[config.mk]
export PLATFORM = sky130hd
export DESIGN_NAME = fetch_unit
export DESIGN_NICKNAME = d
export VERILOG_FILES = /design/src/rtl/fetch_unit.sv
export SDC_FILE = /design/constraint.sdc
export NUM_CORES = 1
export LEC_CHECK = 0
export ABC_CLOCK_PERIOD_IN_PS = 1700
export CAP_MARGIN = 10
export CORE_MARGIN = 5
export CORE_UTILIZATION = 43
export DETAILED_ROUTE_END_ITERATION = 10
export PLACE_DENSITY = 0.76
export SKIP_LAST_GASP = 1
export SYNTH_ARGS = -nofsm -noshare
export SYNTH_HDL_FRONTEND = slang
export SYNTH_SLANG_ARGS = --single-unit
[constraint.sdc]
create_clock -name clk -period 1.7 [get_ports clk]
set_input_delay 0.34 -clock clk [delete_from_list [all_inputs] [get_ports clk]]
set_output_delay 0.34 -clock clk [all_outputs]
set_load 0.03 [all_outputs]
[src/rtl/fetch_unit.sv]
// 6502 instruction fetch: drives the PC into memory, assembles opcode plus operand
// bytes and presents one whole instruction to control over a valid/ready handshake.
module fetch_unit #(
    parameter logic [15:0] RESET_PC = 16'h0000
) (
    input  logic        clk,
    input  logic        reset,
    input  logic [7:0]  mem_data,
    output logic [15:0] pc_out,
    output logic        inst_valid,
    input  logic        inst_ready,
    output logic [7:0]  opcode,
    output logic [15:0] operand,
    output logic [1:0]  inst_len,
    output logic [15:0] inst_pc,
    input  logic        branch_load,
    input  logic [15:0] branch_target
);

    typedef enum logic [2:0] {S_ISSUE, S_OP, S_LO, S_HI, S_HOLD} state_t;

    state_t      r_state, w_state_nxt;
    logic [15:0] r_pc, w_pc_nxt;
    logic [15:0] r_inst_pc, w_inst_pc_nxt;
    logic [7:0]  r_opcode, w_opcode_nxt;
    logic [15:0] r_operand, w_operand_nxt;
    logic [1:0]  r_len, w_len_nxt;
    logic [1:0]  w_dec_len;

    function automatic logic [1:0] len_decode(input logic [7:0] op);
        logic [2:0] bbb;
        logic [1:0] l;
        bbb = op[4:2];
        case (op[1:0])
            2'b01:   l = (bbb == 3'b011 || bbb == 3'b110 || bbb == 3'b111) ? 2'd3 : 2'd2;
            2'b11:   l = 2'd1;
            default: begin
                case (bbb)
                    3'b010, 3'b110: l = 2'd1;
                    3'b011, 3'b111: l = 2'd3;
                    default:        l = 2'd2;
                endcase
            end
        endcase
        // BRK/RTI/RTS are single byte and JSR is absolute despite their bbb field
        if (op == 8'h00 || op == 8'h40 || op == 8'h60) l = 2'd1;
        else if (op == 8'h20)                         l = 2'd3;
        return l;
    endfunction

    assign w_dec_len = len_decode(mem_data);

    always_comb begin
        w_state_nxt   = r_state;
        w_pc_nxt      = r_pc;
        w_inst_pc_nxt = r_inst_pc;
        w_opcode_nxt  = r_opcode;
        w_operand_nxt = r_operand;
        w_len_nxt     = r_len;
        case (r_state)
            S_ISSUE: begin
                w_inst_pc_nxt = r_pc;
                w_pc_nxt      = r_pc + 16'd1;
                w_state_nxt   = S_OP;
            end
            S_OP: begin
                w_opcode_nxt  = mem_data;
                w_operand_nxt = 16'h0000;
                w_len_nxt     = w_dec_len;
                if (w_dec_len == 2'd1) begin
                    w_state_nxt = S_HOLD;
                end else begin
                    w_pc_nxt    = r_pc + 16'd1;
                    w_state_nxt = S_LO;
                end
            end
            S_LO: begin
                w_operand_nxt[7:0] = mem_data;
                if (r_len == 2'd3) begin
                    w_pc_nxt    = r_pc + 16'd1;
                    w_state_nxt = S_HI;
                end else begin
                    w_state_nxt = S_HOLD;
                end
            end
            S_HI: begin
                w_operand_nxt[15:8] = mem_data;
                w_state_nxt         = S_HOLD;
            end
            S_HOLD: begin
                // pc already points at the next instruction, so a sequential
                // handshake issues it in the same edge and skips ISSUE
                if (inst_ready) begin
                    if (branch_load) begin
                        w_pc_nxt    = branch_target;
                        w_state_nxt = S_ISSUE;
                    end else begin
                        w_inst_pc_nxt = r_pc;
                        w_pc_nxt      = r_pc + 16'd1;
                        w_state_nxt   = S_OP;
                    end
                end
            end
            default: w_state_nxt = S_ISSUE;
        endcase
    end

    always_ff @(posedge clk or negedge reset) begin
        if (!reset) begin
            r_state   <= S_ISSUE;
            r_pc      <= RESET_PC;
            r_inst_pc <= RESET_PC;
            r_opcode  <= 8'h00;
            r_operand <= 16'h0000;
            r_len     <= 2'd0;
        end else begin
            r_state   <= w_state_nxt;
            r_pc      <= w_pc_nxt;
            r_inst_pc <= w_inst_pc_nxt;
            r_opcode  <= w_opcode_nxt;
            r_operand <= w_operand_nxt;
            r_len     <= w_len_nxt;
        end
    end

    assign pc_out     = r_pc;
    assign inst_valid = (r_state == S_HOLD);
    assign opcode     = r_opcode;
    assign operand    = r_operand;
    assign inst_len   = r_len;
    assign inst_pc    = r_inst_pc;

endmodule

Yosys cells after proc, flatten, opt, wreduce, memory -nomap -nowiden
Index checks and enable logic that the tools add are counted.
Widths: inputs -> output; s select.
{"block": "op_classes", "addsub": 1, "eq_ne": 19, "muxes": 20, "n_reduce_logical": 14}
{"cell": "$mux 16", "n": 6}
{"cell": "$pmux 16 s4", "n": 1}
{"cell": "$pmux 16 s2", "n": 1}
{"cell": "$pmux 8 s2", "n": 2}
{"cell": "$add 16x1->16 const B", "n": 1}
{"cell": "$eq 8x7->1 const B", "n": 2}
{"cell": "$pmux 3 s5", "n": 1}
{"cell": "$eq 3x2->1 const B", "n": 4}
{"cell": "$eq 3x3->1 const B", "n": 3}
{"cell": "$mux 3", "n": 3}
{"cell": "$eq 8x6->1 const B", "n": 1}
{"cell": "$logic_not 8->1", "n": 1}
{"cell": "$pmux 2 s2", "n": 2}
{"cell": "$ne 2x2->1 const B", "n": 3}
{"cell": "$reduce_bool 2->1", "n": 3}
{"cell": "$eq 2x1->1 const B", "n": 2}
{"cell": "$eq 2x2->1 const B", "n": 2}
{"cell": "$logic_or 1x1->1", "n": 4}
{"cell": "$mux 2", "n": 2}
{"cell": "$reduce_and 4->1", "n": 1}
{"cell": "$reduce_bool 4->1", "n": 1}
{"cell": "$reduce_or 2->1", "n": 2}
{"cell": "$eq 3x1->1 const B", "n": 1}
{"cell": "$logic_not 3->1", "n": 1}
{"cell": "3 further kinds", "n": 4}
{"block": "word_totals", "reg_bits": 61, "in_bits": 28, "out_inout_bits": 59, "wordCells": 61}

Longest topological paths before layout
Gate-level depths: netlist (run 1).
{"block": "logic_depth", "ltp_word": 10, "mapped_depth": 10, "ltp_nobuf": 7}

Worst setup path before layout (run 1)
OpenSTA, ideal clock, no wires.
{"block": "synth_path", "path_type": "reg2reg", "startpoint": "register r_pc[0] (netlist: pc_out[0])", "endpoint": "register r_pc[14] (netlist: pc_out[14])", "setup_time_ns": 0.066, "arrival_time_ns": 1.785, "required_time_ns": 1.634, "slack_ns": -0.152, "path_stages_with_launch": 7, "n_path_buf": 0, "period_less_slack_ns": 1.852, "path_cell_list": "dfrtp_1 -> ha_1 -> nand3_1 -> nor3_1 -> nand2_1 -> o31ai_1 -> a22o_1"}
{"block": "synth_via", "elab_chain_cells": 4, "word_cells_on_any_way": 6, "cone_classes": "add/sub: 1; mux: 5"}
{"element": "from (decl)", "line_no": "23", "text": "logic [15:0] r_pc, w_pc_nxt;"}
{"element": "from (signal assigned)", "line_no": "118", "text": "r_pc <= w_pc_nxt;"}
{"element": "$add 16x1->16 *"}
{"element": "$mux 16", "line_no": "94", "text": "if (branch_load) begin"}
{"element": "$mux 16", "line_no": "93", "text": "if (inst_ready) begin"}
{"element": "$pmux 16 s4 *", "line_no": "60", "text": "case (r_state)"}
Every way passes the cells marked *; elsewhere a longest branch is shown, timed or not. The select of a mux whose other input is x is not followed.
A chain may end at the register's enable or synchronous reset.

Final worst setup path (run 1)
{"block": "layout_path", "startpoint": "input port mem_data[5]", "endpoint": "register r_pc[11] (netlist: pc_out[11])"}
{"block": "layout_via", "elab_chain_cells": 7, "word_cells_on_any_way": 11, "cone_classes": "eq/ne: 5; mux: 2; reduce/logical: 4"}
{"element": "from (decl)", "line_no": "8", "text": "input logic [7:0] mem_data,"}
{"element": "$eq 8x7->1 or $logic_not 8->1 (tied branches)", "line_no": "46", "text": "if (op == 8'h00 || op == 8'h40 || op == 8'h60) l = 2'd1;"}
{"element": "$logic_or 1x1->1 (2 in series)", "line_no": "46"}
{"element": "$mux 2 *", "line_no": "46"}
{"element": "$eq 2x1->1 *", "line_no": "70", "text": "if (w_dec_len == 2'd1) begin"}
{"element": "$ne 2x2->1 (no source line) *"}
{"element": "$reduce_and 4->1 (no source line) *"}
Every way passes the cells marked *; elsewhere a longest branch is shown, timed or not.

==> flow_summary.ini, run 1 <==
[run_status]
status = complete, no violations

[power]
leakage_nw = 2.13
power_mw = 9.32
powerDensity_nw_per_um2 = 1990
irDropWorstVdd_v = 0.000996

[cts]
worstSkewPairLatency_ns = 0.34
cts_tree = done
clock_tree.buffer_depth = 2
h-tree-depth = 3
clk_pin_slew_ns = 0.07
root_buffer = clkbuf_8
numCtsBuffers = 9
cts_num_sinks = 61

[detailed_routing]
wl_mm = 9.07
met2_wirelength_mm = 4.45
wl_met3_um = 718
drt_pass1_iterations = 4
routedLengthMet1_mm = 3.73
route.antenna.remaining_nets = 0
vias_per_cell = 5.46
drt_first_iter_violations = 116
drt_drc_violations_left = 0
drt-wirelength-per-cell_um = 17.0
topRoutingLayerUsed = met4
num_vias = 2919

[placed_design]
place_hpwl_mm = 6.42
place.gp.congestion = 0.944
io_buffers = 86
numPlacedInstances = 512

[global_routing]
grt_first_pass_wirelength_mm = 14.7
first_global_vias = 3005
grt_antenna_before_repair = 0
grt_util_all_layers_pct = 21.1
grt_start_max_net_pins = 25
overflow = 0

[finish]
antennaDiodeCount = 0
area_growth_syn_to_layout_pct = 54.5
fin_cells = 535
drive_above_1_share_pct = 30.8
num-nets-final = 463

[floorplan]
top_level_ports = 87
initial_utilization_pct = 44.3
coreArea_um2 = 6830
num_rows = 30
die_area_um2 = 8820
die_h_um = 93.9
fp.dieW_um = 93.9

[timing]
final_hold_fails = 0
fin_worst_skew_ns = 0.00834
grt_setup_unrepaired = true
finalMaxSlewViolations = 0
final.min_clock_period_ns = 1.65
finalSetupViolations = 0
timing_worst_slew_pin_value_ns = 0.443
maximum_achievable_frequency_mhz = 608
timing.max_slew.rel_slack_pct = 70.5
timing.final.crit_share_pct = 96.8

[synthesis]
netlist_instances = 298
synthesis.nets = 327
syn-cell-area_um2 = 3030
synth_top_cell_area_share_pct = 50.4
netlist_top_cells_area = dfrtp_1, mux2_2, nand2_1
synth-warning-count = 0
netlist-cell-type-count = 52
synth.most_common_cell = dfrtp_1
asyncSetResetFlopFracSynth_pct = 100
area_leader_netlist = dfrtp_1
ys_top_cells_by_count = dfrtp_1, nand2_1, o21ai_0
postSynthRegisterBits = 61
dominantRegCellSynth = dfrtp_1
synth_sequential_area_ratio_pct = 50.4
number_of_enable_flip_flop_cells_after_synthesis = 0
syn-mean-instance-area_um2 = 10.2

[hold_path]
holdPathEnd = operand[11]
holdCritStartpoint = mem_data[3]
min_path_type = input pin to flop
hold-path-cell-count = 3

[worst_setup_path]
worst_setup_path_end_kind = flop
setup.worst_path.class = input pin to flop
reg2reg_setup_slack_ns = 0.09
critical_path_peak_fanout = 7
startpoint_type = input pin
cp_arrival_ns = 1.86
ff_to_ff_start = r_state[0]
rr_worst_depth = 7
data_required_time_of_the_worst_path_ns = 1.91
crit-reg2reg-capture = pc_out[3]

[run]
cap_viol_max_count = 0
## cell usage in the layout (no fill, tap or decap), types with 3 or more instances in the layout
cell,n
nand4_1,4
buf_4,50
a31oi_1,3
dlymetal6s2s_1,3
dlygate4sd2_1,59
clkdlybuf4s50_1,22
buf_12,6
mux2_2,23
a21oi_1,12
nand3_1,5
o21ai_0,22
nand2_1,46
clkbuf_8,10
dfrtp_1,53
nor2_1,9
o22ai_1,6
a22o_1,9
dfrtp_2,8
o21ai_1,14
nor2_2,3
nor3_2,3
nor3_1,4
a2bb2oi_1,4
inv_1,3
## cell families after synthesis
| kind of cell | synth area share [%] |
|---|---|
| AO/OA/AOI/OAI | 19.2 |
| adder cells (fa/ha/maj) | 0.413 |
| buffers and inverters | 3.92 |
| flip-flops | 50.4 |
| multiplexers | 9.62 |
| AND/OR/NAND/NOR | 16.5 |
## routing by layer
| layer | vias up | GRT usage [%] |
|---|---|---|
| li1 | 1353 | - |
| met1 | 1421 | 27.8 |
| met2 | 128 | 33.8 |
| met3 | 17 | 5.61 |
| met4 | 0 | 6.74 |
| met5 | - | 0 |
## worst max path at each step
stage | end | start | cells past startpoint | slack, ns
2_1_floorplan | pc_out[14] | pc_out[0] | 6 | -0.01
3_3_place_gp | pc_out[0] | mem_data[5] | 7 | -0.41
3_5_place_dp | pc_out[0] | mem_data[5] | 7 | -0.45
4_1_cts | inst_pc[5] | inst_pc[5] | 1 | 0.0004
5_1_grt | pc_out[7] | r_state[2] | 7 | -0.03
6_report | pc_out[11] | mem_data[5] | 7 | 0.05
## worst max-delay path, cell delays in order
cell             delay (ns)
clkdlybuf4s50_1        0.50
nor2b_4                0.18
nor4b_4                0.06
o21a_4                 0.26
buf_4                  0.17
o31ai_4                0.23
o21ai_1                0.11
## registers in the layout, indices dropped and copies added, names as in the netlist
register,count
pc_out,16
inst_pc,16
inst_len,2
opcode,8
operand,16
r_state,3
## report_power, final
group | internal (mW) | leakage, nW | switching (mW)
combinational | 2.23 | 1.30 | 3.16
sequential | 2.14 | 0.735 | 0.504
clock | 0.713 | 0.0964 | 0.575
total | 5.08 | 2.13 | 4.24
## timing repair
action	4_1_cts	5_1_grt
endpoints found under the setup margin	69	15
resized for setup	64	24
pin swaps	1	7
endpoints found under the hold margin	14	0
setup buffers	0	4
gates cloned	0	2
hold buffers	1	0
## per-stage QoR
stage	hold slack, ns	setup TNS [ns]	util (%)	instance area [µm²]	setup slack, ns
CTS	0.475	0	66.4	4540	0.000363
floorplan	0.0444	-0.0121	-	3050	-0.0121
detailed placement	0.312	-9.15	64.2	4390	-0.446
finish	0.386	0	68.5	4680	0.0548
global placement	0.305	-9.10	64.2	4390	-0.406
global route	0.400	-0.0726	68.5	4680	-0.0320
## final cells by class
cell class                 count  area (µm²)
timing repair buffer         144        1320
fill                         567        2150
clock buffer                  12         145
clock inverter                 4        47.5
sequential                    61        1540
inverter                       4        15.0
tap                           96         120
multi-input combinational    214        1500
Power figures use the tool's default switching activity.
==> run 2, diff against run 1 <==
--- a/config.mk
+++ b/config.mk
@@ -10,6 +10,7 @@
 export CORE_MARGIN = 5
 export CORE_UTILIZATION = 43
 export DETAILED_ROUTE_END_ITERATION = 10
+export GPL_TIMING_DRIVEN = 1
 export PLACE_DENSITY = 0.76
 export SKIP_LAST_GASP = 1
 export SYNTH_ARGS = -nofsm -noshare
==> results of run 2 <==
Same layout as run 1: the final DEF is identical, and so are final timing and power.
==> variant (flow settings as in run 2) <==
Register the input `branch_target` before use, cleared by the reset. The logic sees it one clock later. The other inputs are not delayed to match.
--- a/src/rtl/fetch_unit.sv
+++ b/src/rtl/fetch_unit.sv
@@ -20,2 +20,12 @@
     typedef enum logic [2:0] {S_ISSUE, S_OP, S_LO, S_HI, S_HOLD} state_t;
+
+    logic [15:0] branch_target_q;
+
+    always_ff @(posedge clk or negedge reset) begin
+        if (!reset) begin
+            branch_target_q <= '0;
+        end else begin
+            branch_target_q <= branch_target;
+        end
+    end
 
@@ -94,3 +104,3 @@
                     if (branch_load) begin
-                        w_pc_nxt    = branch_target;
+                        w_pc_nxt    = branch_target_q;
                         w_state_nxt = S_ISSUE;
Behaviour: not the same (Yosys sat finds a counterexample within 4 cycles, from zero or initial values and one cycle with reset low).
==> variant against run 2 <==
- power is 16% higher
- sequential cell count up 16
- final area up 9.4%
- wire length increased by 7.0%
- the flow now finishes with violations (setup timing)
- register-to-register slack worse by 0.13 ns
- maximum frequency is 5.3% lower
- largest power group unchanged
- synthesized area rose by 14%
- final cell count is 3.4% higher
- die area up 13%
- via count increased by 0.99%
- setup slack worse by 0.092 ns
- core utilization decreased by 3.0 points
==> variant: results (changes against run 2) <==
status: "finished with violations"
critPathMaxStageDelay_ns: 0.48  # -0.02 ns
dr_total_vias: 2948  # +0.99%
avgSynthCellArea_um2: 11.3  # +11%
peakVddDrop_mv: 0.968  # -2.9%
p_leak_nw: 2.32  # +8.6%
final_cells: 553  # +3.4%
synth_nets: 336  # +2.8%
synth_area_leaders: "dfrtp_1, mux2_2, o21ai_0"
synthArstFlopShare_pct: 100  # unchanged
portBuffers: 86  # unchanged
post-place-ws_ns: -0.637  # -0.192 ns
yosysSeqAreaShare_pct: 55.6  # +5.2 points
gp_congestion: 0.852  # -9.7%
hpwl_um: 6630  # +3.2%
cts_resized: 76  # +19%
wl_met3_um: 590  # -18%
setup_viol: 1  # +1
ys_warn_count: 0  # unchanged
critPathMaxFanout: 24  # +17
grt_max_degree: 28  # +12%
dr.max_layer_used: "met4"
diodes: 0  # unchanged
power_density_nw_per_um2: 2110  # +5.8%
skew_ns: 0.00799  # -0.000354 ns
layout.nets: 475  # +2.6%
synth_compound_gate_area_share_pct: 17.9  # -1.3 points
wl_met2_um: 4840  # +8.7%
cp_top_family: "flip-flops"
clkSlewWorstSetupHoldPaths_ns: 0.08
clk_latency_ns: 0.35
numCtsBuffers: 9  # unchanged
met1_length_um: 4040  # +8.4%
cts_hold_buffers: 1  # unchanged
violations: "setup timing"
placed_area_um2: 4750  # +8.3%
synth_mux_area_share_pct: 8.09  # -1.5 points
grt_pass1_vias: 3083  # +2.6%
htreeDepth: 3  # unchanged
dp.cells: 520  # +1.6%
fill_cells: 625  # +10%
worst_slew_pin_slew_ns: 0.429  # -0.0141 ns
yosysUniqueCellTypes: 49  # -5.8%
ys.flop_type: "dfrtp_1"
clock-root-buffer: "clkbuf_8"
synth_xor_xnor_area_share_pct: 0  # unchanged
synth_common_cells: "dfrtp_1, nand2_1, o21ai_0"
drive_gt1_share_pct: 29.9  # -0.82 points
antenna_found_initial: 0  # unchanged
slowest_stage: "dfrtp_2"
grt_usage_pct: 20.1  # -1.1 points
drtIter0Drc: 137  # +18%
tns_ns: -0.0372  # -0.0372 ns
post-cts-setup-buffers: 10  # +10
grt_pass1_wl_um: 15700  # +6.9%
hold_class: "primary input to flop"
wl_per_cell_um: 17.6  # +3.5%
synthAdderAreaFrac_pct: 0.361  # -0.052 points
cp_data_arrival_time_ns: 1.99  # +0.13 ns
worst_slack_ns: -0.0372  # -0.0920 ns
variant: cell count changes after synthesis, sizes merged, moves of 3 or more:
cell,before,now
a211oi,1,6
a22o,9,0
a2bb2oi,4,12
clkbuf,9,5
dfrtp,61,77
nand2,47,41
nand3,6,9
nor2b,1,10
o21ai,38,32
o31ai,4,1
variant: tightest hold or removal path, cell delays in order:
cell and delay, ns:
dlymetal6s2s_1 0.11, buf_4 0.13, mux2_1 0.12
variant: logic make-up after synthesis:
logic type,count (synthesis)
multiplexers,25
adder cells (fa/ha/maj),1
AND/OR/NAND/NOR,98
buffers and inverters,21
flip-flops,77
AO/OA/AOI/OAI,85
variant: cell type report:
| class | count | share of cell area [%] |
|---|---|---|
| flip-flops and latches | 77 | 37.7 |
| multi-input cells | 209 | 29.5 |
| repair buffers | 146 | 25.8 |
| clock buffers | 11 | 2.57 |
| well taps | 102 | 2.49 |
| clock inverters | 5 | 1.64 |
| inverters | 3 | 0.220 |
variant: path summary, 6_finish.rpt:
kind                             startpoint                 end  slack, ns  cells past startpoint
worst max-delay path             r_state[0]           pc_out[2]      -0.04                      8
worst min-delay path            mem_data[5]           opcode[5]       0.37                      3
worst max register to register   r_state[0]           pc_out[2]      -0.04                      8
worst min register to register   operand[8]          operand[8]       0.48                      2
max in group asynchronous             reset  branch_target_q[6]       0.75                      3
min in group asynchronous             reset         operand[13]       0.42                      2
variant: report_power, final:
group          total [mW]  switching, mW  internal (mW)  leakage (nW)
clock network        1.53          0.696          0.833         0.100
logic                6.01           3.50           2.51          1.29
registers            3.24          0.629           2.61         0.921
total                10.8           4.82           5.95          2.32
variant: metal layers:
metal / vias up / track usage, %
met2: 97 / 33.1
met3: 22 / 5.05
li1: 1387 / -
met5: - / 0
met4: 0 / 6.83
met1: 1442 / 25.7
